<file path="src/rtl/hex_display_reader.sv">
// hex_display_reader: reads the five active-low seven-segment digit buses
// back into a signed decimal value. A pattern must hold still for
// STABLE_CYCLES samples, is checked for a legal digit layout, and is then
// converted serially, most significant digit first.
//
// Output handshake: valid is a single-cycle strobe with no back-pressure.
// value/negative/bcd change only in the cycle valid is high and hold their
// contents otherwise. error is a level that clears only together with valid.
module hex_display_reader #(
  parameter int STABLE_CYCLES = 4
) (
  input  logic        clk,
  input  logic        reset,
  input  logic [6:0]  HEX4,
  input  logic [6:0]  HEX3,
  input  logic [6:0]  HEX2,
  input  logic [6:0]  HEX1,
  input  logic [6:0]  HEX0,
  output logic [16:0] value,
  output logic        negative,
  output logic        valid,
  output logic        error,
  output logic [19:0] bcd,
  output logic [1:0]  dbg_state
);

  // Internal digit classes; 0..9 are the digit values themselves.
  localparam logic [3:0] C_BLANK = 4'hA;
  localparam logic [3:0] C_MINUS = 4'hB;
  localparam logic [3:0] C_BAD   = 4'hE;

  typedef enum logic [1:0] {
    S_WAIT    = 2'd0,
    S_CONVERT = 2'd1,
    S_HOLD    = 2'd2
  } state_t;

  function automatic logic [3:0] seg_decode(input logic [6:0] seg);
    case (seg)
      7'h40:   return 4'd0;
      7'h79:   return 4'd1;
      7'h24:   return 4'd2;
      7'h30:   return 4'd3;
      7'h19:   return 4'd4;
      7'h12:   return 4'd5;
      7'h02:   return 4'd6;
      7'h78:   return 4'd7;
      7'h00:   return 4'd8;
      7'h10:   return 4'd9;
      7'h7F:   return C_BLANK;
      7'h3F:   return C_MINUS;
      default: return C_BAD;
    endcase
  endfunction

  state_t      state, state_next;
  logic [34:0] hex_in, hex_q, last_rep;
  logic        reported;
  logic [7:0]  stab_cnt;
  logic [16:0] acc, acc_next;
  logic [2:0]  idx;
  logic [3:0]  dig [5];
  logic [3:0]  cur_code, cur_val;
  logic [19:0] bcd_next;
  logic        changed, stable_hit, is_repeat;
  logic        legal, leading, minus_seen;
  logic        start_conv, set_err, step, finish;

  assign hex_in     = {HEX4, HEX3, HEX2, HEX1, HEX0};
  assign changed    = (hex_in != hex_q);
  assign stable_hit = !changed && (stab_cnt == 8'(STABLE_CYCLES - 1));
  assign is_repeat  = reported && (hex_q == last_rep);
  assign dbg_state  = state;

  // Classify each held digit, check the layout and build the bcd image.
  always_comb begin
    legal      = 1'b1;
    leading    = 1'b1;
    minus_seen = 1'b0;
    bcd_next   = '0;
    for (int i = 0; i < 5; i++) begin
      dig[i] = seg_decode(hex_q[7*i +: 7]);
      bcd_next[4*i +: 4] = (dig[i] <= 4'd9) ? dig[i] : 4'hF;
    end
    // Scan from HEX4 down: blanks only while leading, one minus right after.
    for (int i = 4; i >= 0; i--) begin
      if (dig[i] == C_BLANK) begin
        if (!leading) legal = 1'b0;
      end else if (dig[i] == C_MINUS) begin
        if (!leading || i == 0) legal = 1'b0;
        leading    = 1'b0;
        minus_seen = 1'b1;
      end else if (dig[i] <= 4'd9) begin
        leading = 1'b0;
      end else begin
        legal = 1'b0;
      end
    end
  end

  // Select the digit for the current conversion step; blank/minus count as 0.
  always_comb begin
    case (idx)
      3'd4:    cur_code = dig[4];
      3'd3:    cur_code = dig[3];
      3'd2:    cur_code = dig[2];
      3'd1:    cur_code = dig[1];
      default: cur_code = dig[0];
    endcase
    cur_val  = (cur_code <= 4'd9) ? cur_code : 4'd0;
    acc_next = acc * 17'd10 + {13'd0, cur_val};
  end

  // State register.
  always_ff @(posedge clk or posedge reset) begin
    if (reset) state <= S_WAIT;
    else       state <= state_next;
  end

  // Next-state logic.
  always_comb begin
    state_next = state;
    case (state)
      S_WAIT: begin
        if (stable_hit) state_next = (legal && !is_repeat) ? S_CONVERT : S_HOLD;
      end
      S_CONVERT: begin
        if (changed)        state_next = S_WAIT;
        else if (idx == '0) state_next = S_HOLD;
      end
      S_HOLD: begin
        if (changed) state_next = S_WAIT;
      end
      default: state_next = S_WAIT;
    endcase
  end

  // Control strobes decoded from the state.
  always_comb begin
    start_conv = 1'b0;
    set_err    = 1'b0;
    step       = 1'b0;
    finish     = 1'b0;
    case (state)
      S_WAIT: begin
        if (stable_hit && !is_repeat) begin
          if (legal) start_conv = 1'b1;
          else       set_err    = 1'b1;
        end
      end
      S_CONVERT: begin
        if (!changed) begin
          step   = 1'b1;
          finish = (idx == '0);
        end
      end
      default: ;
    endcase
  end

  // Sampler, serial accumulator and registered outputs.
  always_ff @(posedge clk or posedge reset) begin
    if (reset) begin
      hex_q    <= {5{7'h7F}};
      stab_cnt <= '0;
      acc      <= '0;
      idx      <= '0;
      last_rep <= '0;
      reported <= 1'b0;
      value    <= '0;
      negative <= 1'b0;
      valid    <= 1'b0;
      error    <= 1'b0;
      bcd      <= 20'hFFFFF;
    end else begin
      valid <= 1'b0;
      if (changed) begin
        hex_q    <= hex_in;
        stab_cnt <= '0;
      end else if (stab_cnt != 8'hFF) begin
        stab_cnt <= stab_cnt + 8'd1;
      end
      if (start_conv) begin
        acc <= '0;
        idx <= 3'd4;
      end
      if (set_err) error <= 1'b1;
      if (step) begin
        acc <= acc_next;
        idx <= idx - 3'd1;
      end
      if (finish) begin
        value    <= acc_next;
        negative <= minus_seen && (acc_next != '0);
        bcd      <= bcd_next;
        last_rep <= hex_q;
        reported <= 1'b1;
        error    <= 1'b0;
        valid    <= 1'b1;
      end
    end
  end

endmodule
</file>
<file path="config.mk">
export PLATFORM = sky130hd
export DESIGN_NAME = hex_display_reader
export DESIGN_NICKNAME = d
export VERILOG_FILES = /design/src/rtl/hex_display_reader.sv
export SDC_FILE = /design/constraint.sdc
export NUM_CORES = 1
export LEC_CHECK = 0
export CORE_MARGIN = 2
export CORE_UTILIZATION = 55
export CTS_CLUSTER_SIZE = 30
export DETAILED_ROUTE_END_ITERATION = 6
export PLACE_DENSITY = 0.81
export SETUP_SLACK_MARGIN = 0.02
export SLEW_MARGIN = 10
export SYNTH_ARGS = -nofsm -noshare
export SYNTH_HDL_FRONTEND = slang
export SYNTH_SLANG_ARGS = --single-unit
export TNS_END_PERCENT = 20
</file>
<file path="constraint.sdc">
create_clock -name clk -period 8.7 [get_ports clk]
set_input_delay 1.74 -clock clk [delete_from_list [all_inputs] [get_ports clk]]
set_output_delay 1.74 -clock clk [all_outputs]
set_load 0.01 [all_outputs]
</file>
# Word level (Yosys, flattened, before mapping)
# Index checks and enable logic that the tools add are counted.
[word_totals] input_bits=37 ff_bits=141 wordCells=197
[classes] magnitude_cmp=6 mul=1 n_addsub=3 n_mux=78 n_eq_ne=78 reduce_logical=19
[op_table] operator="one-hot mux 4 bit (12 select lines)" count=5
[op_table] operator="== test 7 bit (second input constant)" count=20
[op_table] operator="== test 7 x 5 -> 1 bit (second input constant)" count=15
[op_table] operator="== test 7 x 6 -> 1 bit (second input constant)" count=15
[op_table] operator="two-way mux 1 bit" count=54
[op_table] operator="== test 4 bit (second input constant)" count=10
[op_table] operator="== test 35 bit" count=1
[op_table] operator="== test 7 x 2 -> 1 bit (second input constant)" count=5
[op_table] operator="logical NOT 7 bit" count=5
[op_table] operator="!= test 35 bit" count=1
[op_table] operator="two-way mux 17 bit" count=2
[op_table] operator="less-or-equal comparator 4 bit (second input constant)" count=6
[op_table] operator="two-way mux 4 bit" count=6
[op_table] operator="adder 17 x 4 -> 17 bit" count=1
[op_table] operator="multiplier 17 x 3 -> 16 bit (second input constant)" count=1
[op_table] operator="nonzero test 17 bit" count=1
[op_table] operator="two-way mux 8 bit" count=2
[op_table] operator="one-hot mux 4 bit (4 select lines)" count=1
[op_table] operator="two-way mux 2 bit" count=5
[op_table] operator="adder 8 x 1 -> 8 bit (second input constant)" count=1
[op_table] operator="== test 8 x 2 -> 1 bit (second input constant)" count=1
[op_table] operator="!= test 8 bit (second input constant)" count=1
[op_table] operator="== test 3 x 2 -> 1 bit (second input constant)" count=2
[op_table] operator="two-way mux 3 bit" count=2
[op_table] operator="14 further kinds" count=22

# Depth between registers and ports, before layout
# Gate-level depths: netlist of run 1.
[logic_depth] ltp_word=23 ltp_mapped=20 ltp_nobuf=19

# Worst setup path after synthesis of run 1
# Ideal clock, no wire load.
[synth_path] path_type="register to register" start="register hex_q[12]" end="register negative" setup_time_ns=0.135 path_buffers=2 required_ns=8.565 path_stages_with_launch=21 t_arrival_ns=3.847 setup_slack_ns=4.718 path_cell_list="dfstp_2 buf_2 buf_2 nand2_1 or3_1 a211o_1 o21ai_0 nand2_1 a32o_1 nor2_1 ha_1 inv_1 fa_1 nor2b_1 o21a_1 nand4_1 nor4_2 xnor2_1 nand2_1 nor4b_2 a31oi_1"
[synth_via] elab_chain_cells=8 elab_cells_between_ends=28
[synth_lines] item="start: declaration" line_no="57" source="logic [34:0] hex_in, hex_q, last_rep;"
[synth_lines] item="start signal: assignment" line_no="164" source="hex_q <= {5{7'h7F}};"
[synth_lines] item="start signal: assignment" line_no="178" source="hex_q <= hex_in;"
[synth_lines] item="== test 7 x 6 -> 1 bit, or another cell as far along" line_no="39" source="case (seg)"
[synth_lines] item="one-hot mux 4 bit (12 select lines)" line_no="39"
[synth_lines] item="one-hot mux 4 bit (4 select lines) / == test 4 bit (equally long branches)" line_no="103, 89"
[synth_lines] item="less-or-equal comparator 4 bit / two-way mux 1 bit (equally long branches)" line_no="110, 89"
[synth_lines] item="two-way mux 4 bit / two-way mux 1 bit (equally long branches)" line_no="110, 87"
[synth_lines] item="adder 17 x 4 -> 17 bit / two-way mux 1 bit (equally long branches)" line_no="111, 89"
[synth_lines] item="nonzero test 17 bit / two-way mux 1 bit (equally long branches)" line_no="194, 87"
[synth_lines] item="logical AND 1 bit" line_no="194" source="negative <= minus_seen && (acc_next != '0);"
[synth_lines] item="end signal: assignment" line_no="194"
[synth_lines] item="end: declaration" line_no="20" source="output logic negative,"
# Parallel ways exist; a longest one is shown, timed or not.
# A chain may end at the register's enable or synchronous reset.

# Worst setup path after layout of run 1
[layout_path] start="register hex_q[3]" end="register negative"
[layout_via] elab_chain_cells=8 elab_cells_between_ends=26
[layout_lines] item="== test 7 x 6 -> 1 bit, or another cell as far along" line_no="39"
[layout_lines] item="one-hot mux 4 bit (12 select lines)" line_no="39"
[layout_lines] item="one-hot mux 4 bit (4 select lines)" line_no="103" source="case (idx)"
[layout_lines] item="less-or-equal comparator 4 bit" line_no="110" source="cur_val = (cur_code <= 4'd9) ? cur_code : 4'd0;"
[layout_lines] item="two-way mux 4 bit" line_no="110"
[layout_lines] item="adder 17 x 4 -> 17 bit" line_no="111" source="acc_next = acc * 17'd10 + {13'd0, cur_val};"
[layout_lines] item="nonzero test 17 bit" line_no="194"
[layout_lines] item="logical AND 1 bit" line_no="194"
# Parallel ways exist; a longest one is shown, timed or not.

==> results of run 1 <==
==> metal layers <==
layer  vias up  GRT usage (%)  part of all wire (%)
met1      3591          40.31                    45
met2       336          41.58                    44
li1       3480              -                     -
met5         -              0                     0
met4         0          7.971                   1.8
met3        36          6.728                   8.8
==> placed cells by master (no fill, tap or decap), types with 9 or more instances in the layout <==
cell type / count
ha_1: 34
o21ai_0: 40
clkdlybuf4s50_1: 78
a21oi_1: 21
nand4_1: 19
clkbuf_16: 19
nand2_1: 188
inv_1: 20
nor3_1: 18
nor2b_1: 9
xor2_1: 68
and3_1: 9
o2bb2ai_1: 13
nor4_1: 20
xnor2_1: 33
dfrtp_1: 85
nor2_1: 62
dfstp_2: 55
nand3_1: 26
==> worst reg2reg max path, stage by stage (launching register included) <==
cell and delay [ps]:
dfstp_2 670, nor2b_1 300, a41oi_1 140, o21ai_0 270, o21ai_0 240, a32oi_1 310, nand4_1 140, nor2_1 140
ha_1 180, inv_1 60, fa_1 400, nor2b_1 180, o21a_1 200, nand4_1 150, nor4_2 350, xnor2_1 220
nand2_1 120, nor4b_2 250, a31oi_1 110
==> sequential cells by signal, summed over array words and instances (netlist names) <==
name and cells:
last_rep 35, valid 1, hex_q 35, dbg_state 2, value 17, negative 1, error 1, reported 1
idx 3, stab_cnt 8, acc 16, bcd 20
==> worst max-delay path by stage <==
stage / end / slack, ps / cells past startpoint
2_1_floorplan: acc[0]$_DFFE_PP0P_ / 3300 / 1
4_1_cts: negative$_DFFE_PP0P_ / 4200 / 18
5_1_grt: negative$_DFFE_PP0P_ / 3830 / 18
3_5_place_dp: negative$_DFFE_PP0P_ / 4220 / 17
6_report: negative$_DFFE_PP0P_ / 4140 / 18
3_3_place_gp: negative$_DFFE_PP0P_ / 4270 / 18
==> power groups by stage <==
stage	combinational, mW	clock [mW]	sequential (mW)
after floorplan	0.0956	0	0.682
after global placement	0.106	0	0.710
after detailed placement	0.107	0	0.710
after CTS	0.109	0.730	0.700
after global routing	0.120	0.761	0.704
final	0.110	0.725	0.701
==> metrics by stage <==
stage | util [%] | area, sq um | power, mW
final | 64.26 | 10240 | 1.537
after global routing | 64.26 | 10240 | 1.585
after detailed placement | 60.56 | 9654 | 0.8178
after floorplan | - | 8992 | 0.7775
after global placement | 60.56 | 9654 | 0.8165
after CTS | 64.26 | 10240 | 1.538
==> area by class of cell <==
type	count	area [sq um]	area share, %
Clock buffer	21	483.0	4.714
Inverter	21	83.83	0.8183
Sequential cell	140	3572	34.87
Multi-Input combinational cell	744	4917	48.00
Tap cell	216	270.3	2.638
Clock inverter	11	107.6	1.050
Timing Repair Buffer	82	810.8	7.914
==> kinds of logic after synthesis <==
logic type	synth area share, %
buffers and inverters	5.607
AOI/OAI and AO/OA	13.66
adders and majority gates	5.176
muxes	0.4453
and+or+nand+nor	25.18
xor gates and xnor gates	10.20
DFF	39.72
==> impl_metrics.json, run 1 <==
{
  "drtIter0Drc": 805,
  "n_fill_cell": 1309,
  "synth_cells": 996,
  "syn_nets": 1069,
  "holdPathEnd": "bcd[17]$_DFFE_PP1P_",
  "synth-seq-cells": 140,
  "hold_viol": 0,
  "r2r-end": "negative$_DFFE_PP0P_",
  "vias": 7443,
  "outcome": "finished, final reports clean",
  "fmax_mhz": 219.3,
  "overflow": 0,
  "cts_tree": "built",
  "fin_cells": 1235,
  "placedCellCount": 1203,
  "clock_skew_ps": 9.189,
  "synth_area_sq_um": 8992,
  "vdd_ir_drop_max_v": 0.0001561,
  "crit_chain": "nor2b_1 > a41oi_1 > o21ai_0 > o21ai_0 > a32oi_1 > nand4_1 > nor2_1 > ha_1 > inv_1 > fa_1 > nor2b_1 > o21a_1 > nand4_1 > nor4_2 > xnor2_1 > nand2_1 > nor4b_2 > a31oi_1",
  "grt_first_pass_wirelength_um": 38290,
  "synth_top_area_share_pct": 23.65,
  "finalSetupViolations": 0,
  "synthTopCellsByArea": "dfrtp_1 24%, dfstp_2 16%, nand2_1 7.8%, xor2_1 6.6%, ha_1 4.7%",
  "core-area_sq_um": 15940,
  "worst_slack_ps": 4140,
  "synthArstFlopShare_pct": 100.0,
  "antenna_found_initial": 0,
  "yosysTopAreaCell": "dfrtp_1",
  "cts_resized": 0,
  "synth.most_common_cell": "nand2_1",
  "track_usage_pct": 27.83,
  "start_util_pct": 56.40,
  "viasPerCell": 6.027,
  "tns_ps": 0,
  "routedWlPerCell_um": 19.13,
  "cap_violations": 0,
  "cp_slowest_cell": "dfstp_2",
  "crit_path_start": "hex_q[3]$_DFFE_PP1N_",
  "power_switching_uw": 391.9,
  "pwr-share-seq_pct": 45.6,
  "max_slew_margin_pct": 41.54,
  "clockRootBuffer": "clkbuf_16",
  "totalWireLength_um": 23620,
  "first_pass_iters": 5,
  "finalCriticalPeriod_ps": 4560,
  "io-pin-count": 79,
  "place_ws_ps": 4222,
  "clkPwrFrac_pct": 47.2,
  "postCtsSetupRepairBufs": 0,
  "cts_hold_buf": 0,
  "yosysWarningCount": 0,
  "remaining_drc_errors": 0,
  "fin_nets": 1079,
  "yosysSeqAreaShare_pct": 39.72,
  "grt_start_max_net_pins": 75,
  "synth_edf_count": 0,
  "required_ps": 8990,
  "worstSetupStartpointType": "register",
  "pwr_density_cell_nw_per_um2": 150.0,
  "critPathTopFamily": "simple AND/OR/NAND/NOR gates",
  "worstSetupPathType": "reg2reg",
  "synth.top_cells.by_count": "188 x nand2_1, 85 x dfrtp_1, 68 x xor2_1, 62 x nor2_1",
  "syn_to_final_growth_pct": 13.93,
  "hold_depth": 2,
  "cts_buffer_depth": 2,
  "cts.htree.levels": 4,
  "swShare_pct": 25.50,
  "end_kind": "register",
  "crit_buf_inv": 1,
  "drtAntennaViolNets": 0,
  "r2r-start": "hex_q[3]$_DFFE_PP1N_",
  "fp-row-count": 46,
  "cts-buffers-inserted": 17,
  "leakagePower_nw": 4.545,
  "reg2reg_slack_ps": 4140,
  "path_clk_slew_ps": 60,
  "cp_max_fo": 12,
  "worstMarginPinSlew_ps": 876.8,
  "cts.sinks": 140,
  "hp-start": "bcd[17]$_DFFE_PP1P_",
  "die_area_sq_um": 17390,
  "post-dp-hpwl_um": 16990,
  "synth.distinct_cells": 96,
  "critPathMaxStageDelay_ps": 670,
  "combPwrFrac_pct": 7.2,
  "worstSkewPairLatency_ps": 430,
  "io_buffer_count": 78,
  "dieWidth_um": 131.9,
  "rsz0062_at_grt": "false",
  "finalMaxSlewViolations": 0,
  "diodes": 0,
  "gp_congestion": 0.9509,
  "internal_power_mw": 1.145,
  "arrival_ps": 4850,
  "min_path_type": "reg2reg",
  "synthFlopType": "dfrtp_1",
  "avgSynthCellArea_sq_um": 9.028,
  "worst_hold_slack_ps": 465.0,
  "die_h_um": 131.9,
  "fin_crit_sh_pct": 52.41,
  "post_route_cells_drive_above_1_share_pct": 13.05,
  "reg2reg_depth": 18,
  "grt_pass1_vias": 7086
}
Power figures use the tool's default switching activity.
==> run 2: changes to the inputs <==
--- a/config.mk
+++ b/config.mk
@@ -6,7 +6,7 @@
 export NUM_CORES = 1
 export LEC_CHECK = 0
 export CORE_MARGIN = 2
-export CORE_UTILIZATION = 55
+export CORE_UTILIZATION = 53
 export CTS_CLUSTER_SIZE = 30
 export DETAILED_ROUTE_END_ITERATION = 6
 export PLACE_DENSITY = 0.81
==> constraint.sdc (replaced) <==
create_clock -name clk -period 3.8 [get_ports clk]
set_input_delay 0.76 -clock clk [delete_from_list [all_inputs] [get_ports clk]]
set_output_delay 0.76 -clock clk [all_outputs]
set_load 0.01 [all_outputs]
==> impl_metrics.json, run 2 (same netlist as run 1, synthesis figures left out) <==
{
  "outcome": "finished, violations left",
  "violations": "setup timing",
  "viasPerCell": 5.782,
  "fmax_mhz": 246.7,
  "arrival_ps": 4360,
  "syn_to_final_growth_pct": 30.40,
  "first_pass_iters": 5,
  "post_route_cells_drive_above_1_share_pct": 28.15,
  "max_slew_margin_pct": 41.42,
  "remaining_drc_errors": 0,
  "place_ws_ps": -349.6,
  "grt_pass1_vias": 8023,
  "fin_crit_sh_pct": 106.7,
  "drtAntennaViolNets": 0,
  "track_usage_pct": 30.08,
  "core-area_sq_um": 16580,
  "clockRootBuffer": "clkbuf_16",
  "reg2reg_depth": 19,
  "hold_depth": 2,
  "pwr_density_cell_nw_per_um2": 308.9,
  "start_util_pct": 54.23,
  "cts.htree.levels": 4,
  "vias": 8112,
  "worstMarginPinSlew_ps": 876.8,
  "final_cell_mix": "186 x nand2_1, 162 x buf_4, 85 x dfrtp_1, 78 x clkdlybuf4s50_1, 68 x xor2_1",
  "final_common_cell": "nand2_1",
  "end_kind": "register",
  "cts_buffer_depth": 2,
  "internal_power_mw": 2.694,
  "io-pin-count": 79,
  "totalWireLength_um": 25940,
  "clock_skew_ps": 13.36,
  "cts_tree": "built",
  "gp_congestion": 0.9379,
  "swShare_pct": 25.64,
  "cap_violations": 0,
  "pwr-share-seq_pct": 43.2,
  "diodes": 0,
  "drtIter0Drc": 573,
  "rsz0062_at_grt": "true",
  "power_switching_uw": 928.6,
  "reg.largest.list": "hex_q (35), last_rep (35), bcd (20)",
  "reg2reg_slack_ps": -250,
  "io_buffer_count": 78,
  "leakagePower_nw": 5.390,
  "combPwrFrac_pct": 11.4,
  "worstSetupPathType": "reg2reg",
  "cts.sinks": 140,
  "required_ps": 4110,
  "grt_start_max_net_pins": 69,
  "antenna_found_initial": 2,
  "min_path_type": "reg2reg",
  "cp_max_fo": 9,
  "worst_slack_ps": -254.0,
  "worstSkewPairLatency_ps": 430,
  "cts_hold_buf": 0,
  "dieWidth_um": 134.3,
  "post-dp-hpwl_um": 19140,
  "die_area_sq_um": 18020,
  "worstSetupStartpointType": "register",
  "finalCriticalPeriod_ps": 4054,
  "fin_nets": 1243,
  "fin_util_pct": 70.71,
  "finalMaxSlewViolations": 0,
  "die_h_um": 134.3,
  "hold_viol": 0,
  "path_clk_slew_ps": 60,
  "finalSetupViolations": 2,
  "overflow": 0,
  "cts-buffers-inserted": 17,
  "vdd_ir_drop_max_v": 0.0003281,
  "grt_first_pass_wirelength_um": 42410,
  "clkPwrFrac_pct": 45.5,
  "fp-row-count": 47,
  "routedWlPerCell_um": 18.49
}
-- run 2: cell count changes in the layout (fill, tap and decap cells not counted), moves of 3 or more --
cell / previous run / this run
nor2_2: 0 / 3
buf_4: 4 / 162
o21ai_0: 40 / 30
o21ai_2: 0 / 6
clkinvlp_4: 0 / 3
buf_12: 0 / 4
o21ai_1: 6 / 10
nor2_1: 62 / 59
-- run 2: area by class of cell --
cell class                      instances  area, sq um
Inverter                               21        82.58
Fill cell                            1261         4857
Sequential cell                       140         3572
Clock inverter                         13        142.6
Timing Repair Buffer                  246         2093
Tap cell                              220        275.3
Clock buffer                           19        432.9
Multi-Input combinational cell        744         5127
-- run 2: per-layer routing --
metal	GRT usage [%]	part of all wire (%)	vias to the layer above
li1	-	-	3812
met1	41.12	44	3950
met2	48.87	47	303
met3	6.160	7.3	45
met4	8.129	1.6	2
met5	0	0.050	-
-- run 2: metrics by stage --
step | setup TNS [ps] | cells | hold slack [ps] | area, sq um | power, mW
4_1_cts | -168.1 | 1401 | 458.5 | 11630 | 3.626
6_report | -298.3 | 1403 | 455.6 | 11730 | 3.622
5_1_grt | -2084 | 1403 | 482.1 | 11730 | 3.740
3_3_place_gp | -379.6 | 1354 | 442.6 | 10810 | 1.961
2_1_floorplan | -182.0 | 996 | 439.2 | 8996 | 1.781
3_5_place_dp | -792.5 | 1354 | 451.2 | 10810 | 1.964
-- run 2: critical path: stages, from the launching register on --
cell	delay [ps]
dfstp_2	620
and4_1	290
a32oi_1	150
buf_4	170
buf_4	130
nand2_1	130
nor2_1	90
nor3_2	300
nand2b_4	210
inv_1	50
ha_1	220
a21oi_2	170
nand2_2	120
and3b_1	230
xnor2_2	180
nor4b_4	220
o2111a_1	210
nand4_1	110
nor4b_2	230
a31oi_1	110
-- run 2: repair_timing --
action | 4_1_cts | 5_1_grt
endpoints found under the setup margin | 8 | 13
pin swaps | 25 | 12
gates resized for setup | 37 | 19
buffers inserted | 15 | 2
-- run 2: final timing paths --
path / startpoint / end
setup / recovery: hex_q[26]$_DFFE_PP1N_ / negative$_DFFE_PP0P_
hold / removal: bcd[15]$_DFFE_PP1P_ / bcd[15]$_DFFE_PP1P_
setup reg to reg: hex_q[26]$_DFFE_PP1N_ / negative$_DFFE_PP0P_
hold reg to reg: bcd[15]$_DFFE_PP1P_ / bcd[15]$_DFFE_PP1P_
max in group asynchronous: reset / stab_cnt[2]$_DFFE_PP0P_
min in group asynchronous: reset / last_rep[6]$_DFFE_PP0P_
-- run 2: power by group through the flow --
stage | Sequential (mW) | Combinational (mW) | Clock [mW]
after CTS | 1.56 | 0.400 | 1.66
after global placement | 1.59 | 0.376 | 0
after detailed placement | 1.59 | 0.378 | 0
final | 1.56 | 0.412 | 1.65
after global routing | 1.57 | 0.443 | 1.73
after floorplan | 1.56 | 0.219 | 0
==> run 3: changes to the inputs <==
--- a/config.mk
+++ b/config.mk
@@ -10,6 +10,7 @@
 export CTS_CLUSTER_SIZE = 30
 export DETAILED_ROUTE_END_ITERATION = 6
 export PLACE_DENSITY = 0.81
+export REMOVE_ABC_BUFFERS = 1
 export SETUP_SLACK_MARGIN = 0.02
 export SLEW_MARGIN = 10
 export SYNTH_ARGS = -nofsm -noshare
==> impl_metrics.json, run 3 (same netlist as run 1, synthesis figures left out) <==
{
  "drtAntennaViolNets": 0,
  "worst_slack_ps": -359.7,
  "fin_nets": 1246,
  "clock_skew_ps": 8.263,
  "reg2reg_slack_ps": -360,
  "r2r-start": "hex_q[11]$_DFFE_PP1N_",
  "hold_depth": 2,
  "arrival_ps": 4460,
  "holdPathEnd": "bcd[15]$_DFFE_PP1P_",
  "rsz0062_at_grt": "true",
  "r2r-end": "negative$_DFFE_PP0P_",
  "cp_max_fo": 5,
  "io_buffer_count": 78,
  "fmax_mhz": 240.4,
  "vdd_ir_drop_max_v": 0.0003604,
  "worstSkewPairLatency_ps": 440,
  "critPathMaxStageDelay_ps": 560,
  "violations": "setup timing",
  "diodes": 0,
  "viasPerCell": 5.859,
  "required_ps": 4110,
  "drtIter0Drc": 837,
  "grt_first_pass_wirelength_um": 42570,
  "clockRootBuffer": "clkbuf_16",
  "die_area_sq_um": 18020,
  "grt_start_max_net_pins": 56,
  "final_common_cell": "nand2_1",
  "cts_buffer_depth": 2,
  "io-pin-count": 79,
  "hold_viol": 0,
  "first_pass_iters": 6,
  "worstSetupStartpointType": "register",
  "critPathTopFamily": "simple AND/OR/NAND/NOR gates",
  "pwr_density_cell_nw_per_um2": 312.8,
  "end_kind": "register",
  "dieWidth_um": 134.3,
  "cp_slowest_cell": "dfstp_2",
  "fp-row-count": 47,
  "cap_violations": 0,
  "finalSetupViolations": 11,
  "cts_tree": "built",
  "leakagePower_nw": 5.417,
  "antenna_found_initial": 0,
  "crit_chain": "buf_4 > xnor2_1 > nor4b_1 > buf_4 > o21a_1 > nor3_2 > o21ai_1 > nand4_1 > nor2_2 > ha_2 > inv_2 > fa_2 > nor2b_4 > o21a_1 > nand4_1 > nor4_4 > xnor2_1 > nand2_1 > nor4b_2 > a31oi_1",
  "start_util_pct": 54.23,
  "core-area_sq_um": 16580,
  "syn_to_final_growth_pct": 30.42,
  "routedWlPerCell_um": 19.18,
  "die_h_um": 134.3,
  "reg.largest.list": "hex_q (35), last_rep (35), bcd (20)",
  "finalMaxSlewViolations": 0,
  "worstMarginPinSlew_ps": 766.8,
  "cts.sinks": 140,
  "cts.htree.levels": 4,
  "max_slew_margin_pct": 48.41,
  "overflow": 0,
  "grt_pass1_vias": 8063,
  "totalWireLength_um": 26970,
  "cts-buffers-inserted": 17,
  "path_clk_slew_ps": 70,
  "outcome": "finished, violations left",
  "hp-start": "bcd[15]$_DFFE_PP1P_",
  "reg2reg_depth": 20,
  "worstSetupPathType": "reg2reg",
  "fin_crit_sh_pct": 109.5,
  "final_cell_mix": "187 x nand2_1, 166 x buf_4, 85 x dfrtp_1, 78 x clkdlybuf4s50_1, 66 x xor2_1",
  "gp_congestion": 1.036,
  "finalCriticalPeriod_ps": 4160,
  "min_path_type": "reg2reg",
  "post_route_cells_drive_above_1_share_pct": 28.33,
  "crit_buf_inv": 3,
  "post-dp-hpwl_um": 18980,
  "remaining_drc_errors": 0,
  "place_area_sq_um": 10820,
  "cts_hold_buf": 0,
  "worst_hold_slack_ps": 450.4,
  "track_usage_pct": 30.16,
  "fin_area_sq_um": 11730,
  "vias": 8238
}
[run 3: changes by cell type in the layout (fill, tap and decap cells not counted), sizes merged]
cell      previous run  this run
buf                168       171
clkinv               7         4
inv                 22        25
clkbuf              19        18
clkinvlp             3         4
[run 3: final cells by class]
| type | instances | area [sq um] |
|---|---|---|
| multi-input cells | 744 | 5107 |
| fillers | 1222 | 4856 |
| flip-flops and latches | 140 | 3572 |
| repair buffers | 249 | 2097 |
| clock buffers | 18 | 429.2 |
| well taps | 220 | 275.3 |
| clock inverters | 14 | 162.7 |
| inverters | 21 | 83.83 |
[run 3: worst max path at each step]
stage | start | endpoint | slack (ps) | cells after the start
3_5_place_dp | hex_q[14]$_DFFE_PP1N_ | negative$_DFFE_PP0P_ | -340 | 17
5_1_grt | hex_q[11]$_DFFE_PP1N_ | negative$_DFFE_PP0P_ | -560 | 20
2_1_floorplan | reset | acc[0]$_DFFE_PP0P_ | -620 | 1
4_1_cts | hex_q[14]$_DFFE_PP1N_ | negative$_DFFE_PP0P_ | -160 | 17
6_report | hex_q[11]$_DFFE_PP1N_ | negative$_DFFE_PP0P_ | -360 | 20
3_3_place_gp | hex_q[29]$_DFFE_PP1N_ | negative$_DFFE_PP0P_ | -200 | 18
[run 3: per-layer routing]
metal,wire (um),vias to the layer above,track usage [%]
met4,839,0,10.82
met1,11430,4056,40.01
met2,13190,301,49.89
li1,-,3820,-
met3,1518,61,5.178
met5,0,-,0
[run 3: worst reg2reg max path, cell delays in order (launching register included)]
cell     delay, ps
dfstp_2        560
buf_4          110
xnor2_1         60
nor4b_1        400
buf_4          200
o21a_1         180
nor3_2          70
o21ai_1        150
nand4_1        150
nor2_2         130
ha_2           190
inv_2           40
fa_2           370
nor2b_4        150
o21a_1         170
nand4_1        190
nor4_4         230
xnor2_1        190
nand2_1        100
nor4b_2        270
a31oi_1        120
[run 3: repair_timing]
action / in CTS / in global routing
pin swaps: 12 / 6
setup endpoints to repair: 10 / 14
resized for setup: 27 / 23
buffers inserted: 12 / 6
[run 3: power breakdown]
group	switching (mW)	internal, mW	total (mW)
sequential	0.0360	1.53	1.56
combinational	0.213	0.191	0.404
clock	0.722	0.979	1.70
[run 3: stage by stage]
step                      TNS (ps)  cells  utilization [%]  worst slack, ps  power, mW
after floorplan             -53470    905                -           -621.9      1.751
after detailed placement    -915.3   1356            65.22           -343.2      1.960
after global placement      -349.4   1356            65.22           -204.1      1.957
after CTS                   -163.4   1400            69.96           -163.4      3.659
after global routing         -4175   1406            70.72           -564.8      3.762
final                        -1596   1406            70.72           -359.7      3.668
